===== src/rtl/seq_detect_scheduler_if.sv =====
// Channel handshake, detection and readback bus for seq_detect_scheduler.
interface seq_detect_scheduler_if #(
   parameter int NUM_CH = 4,
   parameter int CNT_W  = 4,
   parameter int CH_W   = 2,
   parameter int EVT_W  = 16
);
   logic [NUM_CH-1:0] ch_valid;
   logic [NUM_CH-1:0] ch_bit;
   logic [NUM_CH-1:0] ch_ready;
   logic [NUM_CH-1:0] ch_enable;
   logic [NUM_CH-1:0] ch_clr;
   logic              det_valid;
   logic [CH_W-1:0]   det_ch;
   logic [EVT_W-1:0]  evt_count;
   logic [CH_W-1:0]   rd_sel;
   logic [CNT_W-1:0]  rd_cnt;

   modport master (
      output ch_valid, ch_bit, ch_enable, ch_clr, rd_sel,
      input  ch_ready, det_valid, det_ch, evt_count, rd_cnt
   );

   modport slave (
      input  ch_valid, ch_bit, ch_enable, ch_clr, rd_sel,
      output ch_ready, det_valid, det_ch, evt_count, rd_cnt
   );
endinterface


===== src/rtl/seq_detect_scheduler.sv =====
// Round-robin sharing of one mod-MOD "ones" detector across NUM_CH serial
// channels; each channel's running count lives in a small context file.
module seq_detect_scheduler #(
   parameter int NUM_CH = 4,
   parameter int MOD    = 3,
   parameter int CNT_W  = 4,
   parameter int CH_W   = 2,
   parameter int EVT_W  = 16
) (
   input logic                  clk,
   input logic                  reset,
   seq_detect_scheduler_if.slave bus
);

   logic [CNT_W-1:0]  ctx [NUM_CH];
   logic [CH_W-1:0]   rr_ptr;
   logic [CH_W-1:0]   gnt_idx;
   logic [CH_W-1:0]   idx;
   logic [NUM_CH-1:0] elig;
   logic [NUM_CH-1:0] grant;
   logic              found;
   logic              xfer;
   logic              gbit;
   logic [CNT_W-1:0]  nxt;

   assign elig = bus.ch_valid & bus.ch_enable & ~bus.ch_clr;

   // Search starts one past the last winner, so the last winner has lowest priority.
   always_comb begin
      grant   = '0;
      gnt_idx = '0;
      found   = 1'b0;
      idx     = '0;
      for (int unsigned k = 1; k <= NUM_CH; k++) begin
         idx = CH_W'((32'(rr_ptr) + k) % NUM_CH);
         if (!found && elig[idx]) begin
            found        = 1'b1;
            grant[idx]   = 1'b1;
            gnt_idx      = idx;
         end
      end
      if (reset) begin
         grant = '0;
         found = 1'b0;
      end
   end

   assign bus.ch_ready = grant;
   assign xfer         = |(bus.ch_valid & grant);
   assign gbit         = bus.ch_bit[gnt_idx];
   assign nxt          = ctx[gnt_idx] + CNT_W'(1);
   assign bus.rd_cnt   = (int'(bus.rd_sel) < NUM_CH) ? ctx[bus.rd_sel] : '0;

   // A cleared channel is never granted in the same cycle, so the two writes never collide.
   always_ff @(posedge clk) begin
      if (reset) begin
         for (int unsigned i = 0; i < NUM_CH; i++) ctx[i] <= '0;
         rr_ptr        <= CH_W'(NUM_CH - 1);
         bus.det_valid <= 1'b0;
         bus.det_ch    <= '0;
         bus.evt_count <= '0;
      end else begin
         bus.det_valid <= 1'b0;
         for (int unsigned i = 0; i < NUM_CH; i++) begin
            if (bus.ch_clr[i]) ctx[i] <= '0;
         end
         if (xfer) begin
            rr_ptr <= gnt_idx;
            if (gbit) begin
               if (nxt == CNT_W'(MOD)) begin
                  ctx[gnt_idx]  <= '0;
                  bus.det_valid <= 1'b1;
                  bus.det_ch    <= gnt_idx;
                  if (bus.evt_count != '1) bus.evt_count <= bus.evt_count + EVT_W'(1);
               end else begin
                  ctx[gnt_idx] <= nxt;
               end
            end
         end
      end
   end

endmodule

===== src/flat_wrapper.sv =====
// flat-port wrapper written by rule: the top's interface ports become plain ports
module seq_detect_scheduler_flat 
#(
   parameter int NUM_CH = 4,
   parameter int MOD    = 3,
   parameter int CNT_W  = 4,
   parameter int CH_W   = 2,
   parameter int EVT_W  = 16
)
  (clk, reset, bus_ch_valid, bus_ch_bit, bus_ch_enable, bus_ch_clr, bus_rd_sel, bus_ch_ready, bus_det_valid, bus_det_ch, bus_evt_count, bus_rd_cnt);
  seq_detect_scheduler_if #(.NUM_CH(NUM_CH), .CNT_W(CNT_W), .CH_W(CH_W), .EVT_W(EVT_W)) bus_i ();
  input logic clk;
  input logic reset;
  input wire logic [$bits(bus_i.ch_valid)-1:0] bus_ch_valid;
  input wire logic [$bits(bus_i.ch_bit)-1:0] bus_ch_bit;
  input wire logic [$bits(bus_i.ch_enable)-1:0] bus_ch_enable;
  input wire logic [$bits(bus_i.ch_clr)-1:0] bus_ch_clr;
  input wire logic [$bits(bus_i.rd_sel)-1:0] bus_rd_sel;
  output wire logic [$bits(bus_i.ch_ready)-1:0] bus_ch_ready;
  output wire logic [$bits(bus_i.det_valid)-1:0] bus_det_valid;
  output wire logic [$bits(bus_i.det_ch)-1:0] bus_det_ch;
  output wire logic [$bits(bus_i.evt_count)-1:0] bus_evt_count;
  output wire logic [$bits(bus_i.rd_cnt)-1:0] bus_rd_cnt;
  assign bus_i.ch_valid = bus_ch_valid;
  assign bus_i.ch_bit = bus_ch_bit;
  assign bus_i.ch_enable = bus_ch_enable;
  assign bus_i.ch_clr = bus_ch_clr;
  assign bus_i.rd_sel = bus_rd_sel;
  assign bus_ch_ready = bus_i.ch_ready;
  assign bus_det_valid = bus_i.det_valid;
  assign bus_det_ch = bus_i.det_ch;
  assign bus_evt_count = bus_i.evt_count;
  assign bus_rd_cnt = bus_i.rd_cnt;
  seq_detect_scheduler #(.NUM_CH(NUM_CH), .MOD(MOD), .CNT_W(CNT_W), .CH_W(CH_W), .EVT_W(EVT_W)) u_core (.clk(clk), .reset(reset), .bus(bus_i));
endmodule

===== config.mk =====
export PLATFORM = sky130hd
export DESIGN_NAME = seq_detect_scheduler_flat
export DESIGN_NICKNAME = d
export VERILOG_FILES = /design/src/rtl/seq_detect_scheduler_if.sv /design/src/rtl/seq_detect_scheduler.sv /design/src/flat_wrapper.sv
export SDC_FILE = /design/constraint.sdc
export NUM_CORES = 1
export LEC_CHECK = 0
export BUFFER_PORTS_ARGS = -buffer_cell sky130_fd_sc_hd__buf_2
export CAP_MARGIN = 20
export CORE_UTILIZATION = 40
export DETAILED_ROUTE_END_ITERATION = 10
export GPL_TIMING_DRIVEN = 0
export MAX_ROUTING_LAYER = met4
export SETUP_SLACK_MARGIN = 0.5
export SLEW_MARGIN = 15
export SYNTH_ARGS = -nofsm -noshare
export SYNTH_HDL_FRONTEND = slang
export SYNTH_SLANG_ARGS = --single-unit

===== constraint.sdc =====
create_clock -name clk -period 12.3 [get_ports clk]
set_input_delay 1.845 -clock clk [delete_from_list [all_inputs] [get_ports clk]]
set_output_delay 1.845 -clock clk [all_outputs]
set_load 0.1 [all_outputs]

==> impl_metrics.tcl <==
set metrics [dict create \
    cts_tree "built" \
    rsz0062_at_grt "no" \
    grt_pass1_vias 2757 \
    drv_cap 0 \
    ys_warn_count 0 \
    path_class "in2out" \
    die_h_um 87.78 \
    grtUsageTotal_pct 23.36 \
    layout-drive-gt1-share_pct 22.37 \
    cp-end-kind "output pin" \
    n_fill_cell 689 \
    final_util_pct 49.41 \
    htreeDepth 2 \
    p_switching_mw 0.3907 \
    ys_seq_elements 37 \
    fin_crit_ps 5888 \
    routed_via_density 6.058 \
    synth_edf_count 16 \
    outcome "completed" \
    diodes 0 \
    finalPower_mw 0.7538 \
    hold_path.class "reg2reg" \
    ant_nets 0 \
    postCtsHoldBufs 0 \
    wl_um 8307 \
    skew_ps 6.422 \
    crit_chain "buf_2 > and4b_1 > nor2_1 > a221oi_2 > nand3_1 > a21oi_1 > a21oi_1 > nor2_1 > buf_2" \
    grt_pass1_wl_um 13560 \
    drt_iter0_drc 198 \
    cp.depth 9 \
    startpoint_type "input pin" \
    slew_violations 0 \
    syn_area_per_cell_um2 8.785 \
    syn2layout_area_growth_pct 16.58 \
    async_flop_share_pct 0 \
    grt_antenna_before_repair 0 \
    cp.arrival_ps 4040 \
    combPwrFrac_pct 61.5 \
    fmax_mhz 169.8 \
    clkPwrFrac_pct 17.3 \
    finalWeightedCongestion 0.8576 \
    vdd_ir_drop_max_v 0.0001008 \
    synthCells 335 \
    overflow 0 \
    setup_viol 0 \
    synth_fp_nets 366 \
    cts-resized-gates 0 \
    worst-path-max-fanout 7 \
    p_per_area_nw_per_um2 219.7 \
    rr_worst_depth 20 \
    die-area_um2 7704 \
    sequentialPowerShare_pct 21.3 \
    critPathTopFamily "compound AO/OA/AOI/OAI gates" \
    critPathBufInv 2 \
    clk_pin_slew_ps 80 \
    clock_latency_ps 290 \
    clock_path_buffers 2 \
    yosysSeqAreaShare_pct 30.61 \
    swShare_pct 51.83 \
    cts-buffers-inserted 5 \
    finalNetCount 419 \
    dpl.hpwl_um 6323 \
    numPortBuffers 46 \
    wire_per_inst_um 17.13 \
    cts.sinks 37 \
    cts_root_buffer "clkbuf_8" \
    io_pins 47 \
    final_cell_mix "buf_2, nor2_1, nand2_1, a21oi_1, dfxtp_1" \
    grt_max_degree 14 \
    drc 0 \
    initial_utilization_pct 42.38 \
    layout_commonest_cell "buf_2" \
    row_count 30 \
    core_area_um2 6944 \
    synth_cell_types 67 \
    die_w_um 87.78 \
    drt_pass1_iterations 5 \
    worst_pin_slew_ps 702.2 \
    critPathMaxStageDelay_ps 660 \
    cts_setup_buffers 0 \
    cp_data_required_time_ps 10450 \
    finalHoldViolCount 0 \
    fin_crit_sh_pct 47.87 \
    cp_slowest_cell "a221oi_2" \
    ys.flop_type "dfxtp_1" \
    vias 2938 \
    p_int_mw 0.3631 \
    p_leak_nw 1.391 \
    synth_area_um2 2943 \
    slew-limit-headroom_pct 53.19 \
    fin_tns_setup_ps 0 \
    whs_path_depth 2 \
]
[final timing paths]
kind	from	endpoint	slack, ps
worst min-delay path	u_core.bus.det_ch[0]	u_core.bus.det_ch[0]	480
worst max-delay path	bus_ch_clr[1]	bus_ch_ready[1]	6410
worst min register to register	u_core.bus.det_ch[0]	u_core.bus.det_ch[0]	480
worst max register to register	u_core.rr_ptr[0]	u_core.ctx[3][0]	6910
[synth_stat cells, drive strengths merged, types with 6 or more instances]
cell / count / share of area (%)
dfxtp: 21 / 14
mux4: 6 / 4.6
nor3: 11 / 2.0
ha: 11 / 4.7
nor2: 33 / 4.2
a211oi: 6 / 1.9
o21ai: 13 / 2.2
a21oi: 26 / 4.8
mux2i: 6 / 2.0
buf: 9 / 1.7
o31ai: 11 / 2.8
nand2: 32 / 4.3
nand3: 20 / 3.4
edfxtp: 16 / 16
and3: 7 / 1.5
nand2b: 9 / 1.9
clkbuf: 6 / 0.77
or4: 11 / 2.8
inv: 8 / 1.0
a31oi: 7 / 2.0
[tightest hold or removal path: cells and delay by family, from the launching register on]
kind	cells	cell delay, ps
AND/OR/NAND/NOR	1	60
flip-flops	1	320
multiplexers	1	60
[cells by family (layout without fill, tap and decap cells)]
logic type                 count (synthesis)  after routing  share of synthesized area [%]
DFF                                       37             37                          30.61
muxes                                     15             15                          7.781
xor gates and xnor gates                   1              1                         0.9355
buffers and inverters                     23             77                          3.529
adders and majority gates                 11             11                          4.677
AOI/OAI and AO/OA                         96             96                          24.15
and+or+nand+nor                          152            152                          28.32
[sequential cells by signal, summed over array words and instances (netlist names)]
signal and cells:
u_core.rr_ptr 2, u_core.bus.det_ch 2, u_core.bus.det_valid 1, u_core.ctx 16, u_core.bus.evt_count 16
[per-layer routing]
| metal | track usage, % | wire [um] | vias to the layer above | part of all wire [%] |
|---|---|---|---|---|
| li1 | - | - | 1408 | - |
| met1 | 30.47 | 3824 | 1406 | 46 |
| met2 | 39.04 | 3921 | 114 | 47 |
| met3 | 2.545 | 500 | 10 | 6.0 |
| met4 | 4.918 | 60 | 0 | 0.72 |
| met5 | - | 0 | - | 0 |
[layout make-up]
type / instances / area (um^2) / share of cell area (%)
clock inverters: 3 / 68.82 / 2.006
well taps: 96 / 120.1 / 3.501
repair buffers: 46 / 230.2 / 6.710
inverters: 8 / 30.03 / 0.8753
multi-input cells: 275 / 1938 / 56.49
plain buffers: 15 / 73.82 / 2.152
clock buffers: 5 / 68.82 / 2.006
flip-flops and latches: 37 / 900.9 / 26.26
[through the flow]
step / area (um^2) / setup slack, ps / std cells / hold slack (ps)
6_report: 3431 / 6412 / 485 / 480.6
5_1_grt: 3431 / 6275 / 485 / 497.1
4_1_cts: 3431 / 6446 / 485 / 482.7
3_5_place_dp: 3293 / 6425 / 477 / 470.1
3_3_place_gp: 3293 / 6452 / 477 / 463.8
2_1_floorplan: 2943 / 5960 / 335 / 736.9
[power groups by stage]
stage,combinational [mW],clock (mW),sequential (mW)
2_1_floorplan,0.343,0,0.169
3_3_place_gp,0.457,0,0.163
3_5_place_dp,0.458,0,0.163
4_1_cts,0.459,0.132,0.160
5_1_grt,0.503,0.135,0.162
6_report,0.463,0.130,0.160
(Power assumes the default switching activity.)
